File: config.mk
export PLATFORM = sky130hd
export DESIGN_NAME = ctrl_seq_v2
export DESIGN_NICKNAME = d
export VERILOG_FILES = /design/src/rtl/ctrl_seq_pkg.sv /design/src/rtl/ctrl_fetch_timer.sv /design/src/rtl/ctrl_seq_v2.sv
export SDC_FILE = /design/constraint.sdc
export NUM_CORES = 1
export LEC_CHECK = 0
export ABC_AREA = 1
export CAP_MARGIN = 20
export CORE_MARGIN = 3
export CORE_UTILIZATION = 47
export DETAILED_ROUTE_END_ITERATION = 10
export PLACE_DENSITY = 0.77
export SLEW_MARGIN = 20
export SYNTH_ARGS = -nofsm -noshare
export SYNTH_HDL_FRONTEND = slang
export SYNTH_SLANG_ARGS = --single-unit
File: constraint.sdc
create_clock -name clk -period 1.4 [get_ports clk]
set_input_delay 0.28 -clock clk [delete_from_list [all_inputs] [get_ports clk]]
set_output_delay 0.28 -clock clk [all_outputs]
set_load 0.02 [all_outputs]
File: src/rtl/ctrl_seq_pkg.sv
// Shared encodings for the second-generation control sequencer:
// state codes, opcode values and the illegal-opcode predicate.
package ctrl_seq_pkg;

  typedef enum logic [3:0] {
    S_FETCH  = 4'd0,  S_LOAD  = 4'd1,  S_READ_Y = 4'd2,  S_READ_X = 4'd3,
    S_ADD    = 4'd4,  S_SUB   = 4'd5,  S_MV     = 4'd6,  S_WRITE_X = 4'd7,
    S_BRZ    = 4'd8,  S_ADDI  = 4'd9,  S_SUBI   = 4'd10, S_DISP   = 4'd11,
    S_DECODE = 4'd12, S_NOP   = 4'd13, S_HALT   = 4'd14, S_FAULT  = 4'd15
  } state_t;

  localparam logic [3:0] OP_LOAD = 4'h0;
  localparam logic [3:0] OP_MV   = 4'h1;
  localparam logic [3:0] OP_SUB  = 4'h2;
  localparam logic [3:0] OP_ADD  = 4'h3;
  localparam logic [3:0] OP_DISP = 4'h4;
  localparam logic [3:0] OP_HALT = 4'h5;
  localparam logic [3:0] OP_SUBI = 4'h6;
  localparam logic [3:0] OP_ADDI = 4'h7;
  localparam logic [3:0] OP_BRZ  = 4'h8;
  localparam logic [3:0] OP_NOP  = 4'h9;

  // Opcode arrives zero-extended, so any upper bit set also lands above 9.
  function automatic logic op_illegal(input logic [31:0] op);
    return op > 32'd9;
  endfunction

endpackage

File: src/rtl/ctrl_fetch_timer.sv
// Saturating wait counter for the FETCH handshake; expired flags the
// last permitted wait cycle.
module ctrl_fetch_timer #(
  parameter int TMO = 15
) (
  input  logic clk,
  input  logic reset,
  input  logic clear,
  input  logic inc,
  output logic expired
);

  logic [7:0] r_cnt;

  always_ff @(posedge clk or posedge reset) begin
    if (reset)                         r_cnt <= '0;
    else if (clear)                    r_cnt <= '0;
    else if (inc && r_cnt != 8'hFF)    r_cnt <= r_cnt + 8'd1;
  end

  assign expired = (r_cnt == 8'(TMO - 1));

endmodule

File: src/rtl/ctrl_seq_v2.sv
// Second-generation lab datapath sequencer: fetch handshake with timeout,
// branch-if-zero, fault trap, resumable halt and retired-instruction count.
module ctrl_seq_v2
  import ctrl_seq_pkg::*;
#(
  parameter int OP_W      = 4,
  parameter int FETCH_TMO = 15,
  parameter int CNT_W     = 16
) (
  input  logic             clk,
  input  logic             reset,
  input  logic [OP_W-1:0]  opcode,
  input  logic             imem_ack,
  input  logic             g_zero,
  input  logic             run,
  output logic             imem_req,
  output logic             _Extern,
  output logic             Gout,
  output logic             Iout,
  output logic             Ain,
  output logic             Gin,
  output logic             DPin,
  output logic             RdX,
  output logic             RdY,
  output logic             WrX,
  output logic             add_sub,
  output logic             pc_en,
  output logic             ILin,
  output logic             br_en,
  output logic             halted,
  output logic             fault,
  output logic [CNT_W-1:0] retired,
  output logic [3:0]       cur_state
);

  state_t            r_state, w_next;
  logic [3:0]        r_op_q;
  logic [CNT_W-1:0]  r_retired;
  logic              w_ret_inc, w_expired, w_illegal, w_in_fetch;

  assign w_illegal  = op_illegal(32'(opcode));
  assign w_in_fetch = (r_state == S_FETCH);

  ctrl_fetch_timer #(.TMO(FETCH_TMO)) u_tmr (
    .clk     (clk),
    .reset   (reset),
    .clear   (!w_in_fetch || imem_ack),
    .inc     (w_in_fetch && !imem_ack),
    .expired (w_expired)
  );

  always_ff @(posedge clk or posedge reset) begin
    if (reset) begin
      r_state   <= S_FETCH;
      r_op_q    <= '0;
      r_retired <= '0;
    end else begin
      r_state <= w_next;
      if (r_state == S_DECODE) r_op_q <= opcode[3:0];
      if (w_ret_inc)           r_retired <= r_retired + 1'b1;
    end
  end

  always_comb begin
    w_next    = S_FAULT;
    w_ret_inc = 1'b0;
    case (r_state)
      S_FETCH:  w_next = imem_ack ? S_DECODE : (w_expired ? S_FAULT : S_FETCH);
      S_DECODE: begin
        if (!w_illegal) begin
          case (opcode[3:0])
            OP_LOAD:                  w_next = S_LOAD;
            OP_MV, OP_ADD:            w_next = S_READ_Y;
            OP_SUB, OP_SUBI, OP_ADDI: w_next = S_READ_X;
            OP_DISP:                  w_next = S_DISP;
            OP_HALT: begin
              w_next    = S_HALT;
              w_ret_inc = 1'b1;
            end
            OP_BRZ:                   w_next = S_BRZ;
            OP_NOP:                   w_next = S_NOP;
            default:                  w_next = S_FAULT;
          endcase
        end
      end
      S_READ_Y: begin
        if (r_op_q == OP_MV)       w_next = S_MV;
        else if (r_op_q == OP_ADD) w_next = S_ADD;
      end
      S_READ_X: begin
        if (r_op_q == OP_SUB)       w_next = S_SUB;
        else if (r_op_q == OP_SUBI) w_next = S_SUBI;
        else if (r_op_q == OP_ADDI) w_next = S_ADDI;
      end
      S_ADD, S_SUB, S_MV, S_ADDI, S_SUBI: w_next = S_WRITE_X;
      S_LOAD, S_WRITE_X, S_DISP, S_BRZ, S_NOP: begin
        w_next    = S_FETCH;
        w_ret_inc = 1'b1;
      end
      S_HALT:  w_next = run ? S_FETCH : S_HALT;
      S_FAULT: w_next = S_FAULT;
      default: w_next = S_FAULT;
    endcase
  end

  // Gating on reset keeps the Mealy FETCH/BRZ terms quiet while reset is held.
  always_comb begin
    imem_req = 1'b0; _Extern = 1'b0; Gout = 1'b0; Iout = 1'b0;
    Ain = 1'b0; Gin = 1'b0; DPin = 1'b0; RdX = 1'b0; RdY = 1'b0;
    WrX = 1'b0; add_sub = 1'b0; pc_en = 1'b0; ILin = 1'b0;
    br_en = 1'b0; halted = 1'b0; fault = 1'b0;
    if (!reset) begin
      case (r_state)
        S_FETCH: begin
          imem_req = 1'b1;
          pc_en    = imem_ack;
          ILin     = imem_ack;
        end
        S_LOAD:    begin _Extern = 1'b1; WrX = 1'b1; end
        S_READ_Y:  begin Ain = 1'b1; RdY = 1'b1; end
        S_READ_X:  begin Ain = 1'b1; RdX = 1'b1; end
        S_ADD:     begin Gin = 1'b1; RdX = 1'b1; end
        S_SUB:     begin Gin = 1'b1; RdY = 1'b1; add_sub = 1'b1; end
        S_MV:      Gin = 1'b1;
        S_ADDI:    begin Iout = 1'b1; Gin = 1'b1; end
        S_SUBI:    begin Iout = 1'b1; Gin = 1'b1; add_sub = 1'b1; end
        S_WRITE_X: begin Gout = 1'b1; WrX = 1'b1; end
        S_DISP:    begin DPin = 1'b1; RdX = 1'b1; end
        S_BRZ:     br_en = g_zero;
        S_HALT:    halted = 1'b1;
        S_FAULT:   fault = 1'b1;
        default:   ;
      endcase
    end
  end

  assign retired   = r_retired;
  assign cur_state = r_state;

endmodule
==> results.sh <==
export IMPL_worst_path_most_repeated_cell="nor2_4"
export IMPL_die_w_um=75.7
export IMPL_drive_gt1_frac=0.404
export IMPL_grt_use_total=0.253
export IMPL_status="finished, violations left"
export IMPL_grt_first_pass_wirelength_um=11100
export IMPL_cp_slowest_cell="dfrtp_2"
export IMPL_powerDensity_mw_per_mm2=478
export IMPL_cp_max_fo=11
export IMPL_clk_path_buf_depth=2
export IMPL_hold_viol=0
export IMPL_fp_row_count=24
export IMPL_root_buffer="clkbuf_8"
export IMPL_yosysTopAreaCellShare=0.351
export IMPL_syn_to_final_growth_pct=64.3
export IMPL_grt_max_degree=33
export IMPL_syn_inst=335
export IMPL_overflow=0
export IMPL_globalplace_congestion=0.924
export IMPL_rsz0062_at_grt="yes"
export IMPL_fin_util=0.828
export IMPL_max_slew_margin=0.680
export IMPL_initial_core_util=0.504
export IMPL_fin_ws_ns=-0.372
export IMPL_crit_path_max_incr_delay_ns=0.50
export IMPL_io_buffers=44
export IMPL_cap_violations=0
export IMPL_reg2reg_from="cur_state[0]$_DFF_PP0_"
export IMPL_clock_fmax_ghz=0.564
export IMPL_coreArea_mm2=0.00453
export IMPL_cp_arrival_ns=1.94
export IMPL_fin_crit_ns=1.77
export IMPL_insertion_delay_ns=0.29
export IMPL_worst_pin_slew_ns=0.477
export IMPL_violations="negative setup slack"
export IMPL_postCtsHoldBufs=0
export IMPL_fill_cells=260
export IMPL_period_share=1.27
export IMPL_htree_levels=2
export IMPL_p_leak_nw=1.86
export IMPL_hpwl_um=4840
export IMPL_io_pins=45
export IMPL_vias=2727
export IMPL_tritoncts="yes"
export IMPL_die_h_um=75.7
export IMPL_netlist_top_cell_by_area="dfrtp_1"
export IMPL_finalMaxSlewViolations=0
export IMPL_total_power_mw=1.79
export IMPL_cts_clk_slew_worst_paths_ns=0.08
export IMPL_grt_pass1_vias=2509
export IMPL_cp_data_required_time_ns=1.56
export IMPL_cts_sinks=32
export IMPL_ys_seq_area_frac=0.351
export IMPL_fin_worst_skew_ns=0.0155
export IMPL_critical_path_class="flip-flop to flip-flop"
export IMPL_holdWs_ns=0.434
export IMPL_cts_buffers=5
export IMPL_reg2reg_depth=10
export IMPL_final_nets=464
export IMPL_drt_iter0_markers=192
export IMPL_ir_drop_v=0.000421
export IMPL_yosysWarnings=0
export IMPL_worstSetupEndpointType="flip-flop"
export IMPL_synth_area_mm2=0.00228
export IMPL_first_pass_iters=4
export IMPL_grt_antenna_before_repair=0
export IMPL_hp_class="input port to async pin"
export IMPL_r2r_slack_ns=-0.37
export IMPL_yosysUniqueCellTypes=31
export IMPL_path_cells="nor2_4 > buf_4 > buf_4 > nand2_4 > nor2_4 > nor2_4 > buf_12 > buf_6 > nand3_1 > nand2_1"
export IMPL_wl_um=7900
export IMPL_r2r_end="retired[10]$_DFFE_PP0P_"
export IMPL_crit_path_start_kind="flip-flop"
export IMPL_yosys_register_bits=32
export IMPL_crit_path_start="cur_state[0]$_DFF_PP0_"
export IMPL_dieArea_mm2=0.00573
export IMPL_finalSetupViolCount=44
export IMPL_via_per_inst=5.26
export IMPL_drcViolationCount=0
export IMPL_postSynthAreaPerCell_um2=6.82
export IMPL_synth_nets=347
export IMPL_synth_area_leaders="dfrtp_1, nand2_1, nand3_1, nor2_1, inv_1"
export IMPL_ant_nets=0
export IMPL_post_drt_wl_per_cell_um=15.3
export IMPL_critPathCapture="retired[10]$_DFFE_PP0P_"
export IMPL_antennaDiodeCount=0
==> cells in the final DEF (no fill, tap or decap), types with 5 or more instances in the layout <==
cell,instances
nand2_1,85
buf_4,58
nor2_1,34
inv_1,32
nand3_1,30
dfrtp_1,26
buf_6,22
nand2_2,16
dlygate4sd2_1,16
nor2_4,10
o21ai_0,9
nand4_1,8
nand2_4,7
nor2_2,7
xor2_1,7
o21ai_2,7
clkdlybuf4s50_1,7
nand3_2,6
clkbuf_8,6
dfrtp_2,6
inv_2,5
buf_12,5
==> critical path, delay by kind of cell (launching register included) <==
family                 cells  cell delay (ns)
buffers and inverters      4             0.54
flip-flops                 1             0.50
AND/OR/NAND/NOR            6             0.62
==> per-stage QoR <==
step | instance area, µm² | setup TNS [ns] | setup slack (ns) | std cells
floorplan | 2410 | -0.384 | -0.174 | 335
global placement | 3310 | -13.76 | -0.675 | 494
detailed placement | 3310 | -14.93 | -0.706 | 494
CTS | 3500 | -8.33 | -0.297 | 509
global route | 3750 | -13.47 | -0.404 | 518
finish | 3750 | -11.49 | -0.372 | 518
==> power breakdown <==
group          switching, mW  total (mW)  internal (mW)
sequential                 0       0.924          0.924
combinational         0.0633       0.117         0.0541
clock                  0.353       0.752          0.400
==> logic make-up (layout without fill, tap and decap cells) <==
group,count (synthesis),count (layout),share of synthesized area
and+or+nand+nor,216,220,0.436
buffers and inverters,47,161,0.0888
DFF,32,32,0.351
AOI/OAI and AO/OA,30,30,0.0816
xor gates and xnor gates,7,7,0.0268
adders and majority gates,3,3,0.0164
==> what timing repair did <==
| action | CTS | global route |
|---|---|---|
| setup endpoints to repair | 63 | 49 |
| setup buffers | 7 | 6 |
| gates cloned | 1 | 3 |
| pin swaps | 14 | 13 |
| resized for setup | 144 | 41 |
==> state kept, by name, summed over array words and instances (netlist names) <==
| name | count |
|---|---|
| cur_state | 4 |
| r_op_q | 4 |
| retired | 16 |
| u_tmr.r_cnt | 8 |
==> layout make-up <==
| cell class | instances | area (µm²) | area share |
|---|---|---|---|
| inverters | 41 | 164 | 0.0437 |
| multi-input cells | 260 | 1590 | 0.424 |
| clock buffers | 7 | 86.3 | 0.0230 |
| repair buffers | 112 | 1010 | 0.270 |
| clock inverters | 1 | 7.51 | 0.00200 |
| well taps | 65 | 81.3 | 0.0217 |
| flip-flops and latches | 32 | 808 | 0.215 |
==> worst min path at each step <==
stage | from | slack, ns | to | cells past startpoint
floorplan | reset | 0.21 | r_op_q[0]$_DFFE_PP0P_ | 1
global placement | r_op_q[3]$_DFFE_PP0P_ | 0.50 | r_op_q[3]$_DFFE_PP0P_ | 2
detailed placement | r_op_q[3]$_DFFE_PP0P_ | 0.51 | r_op_q[3]$_DFFE_PP0P_ | 2
CTS | reset | 0.45 | retired[14]$_DFFE_PP0P_ | 4
global route | reset | 0.46 | retired[14]$_DFFE_PP0P_ | 4
finish | reset | 0.43 | retired[14]$_DFFE_PP0P_ | 4
==> routing by layer <==
layer	up-vias	routed length [µm]	track usage
li1	1310	-	-
met1	1280	3130	0.294
met2	109	4100	0.460
met3	28	456	0.0488
met4	0	216	0.0932
met5	-	0	0
==> Yosys cell counts <==
library cell,count
nor3_1,7
o21ai_2,6
or2_2,2
nand4_1,8
nand3b_1,2
dfrtp_1,32
xor2_1,7
inv_2,2
ha_1,3
nor2_2,2
nor3b_1,1
o31ai_1,1
clkbuf_1,1
o211ai_1,1
a21oi_2,1
nand2_1,96
o21ai_1,2
clkinv_1,1
nand3_2,1
inv_1,38
o21ai_0,12
nor2_4,5
nor2_1,44
nand3_1,36
o21bai_1,1
a21oi_1,5
buf_6,2
a21boi_0,1
buf_4,3
nand2_4,3
nand2_2,9
No activity file was read; power rests on OpenSTA's default activity.
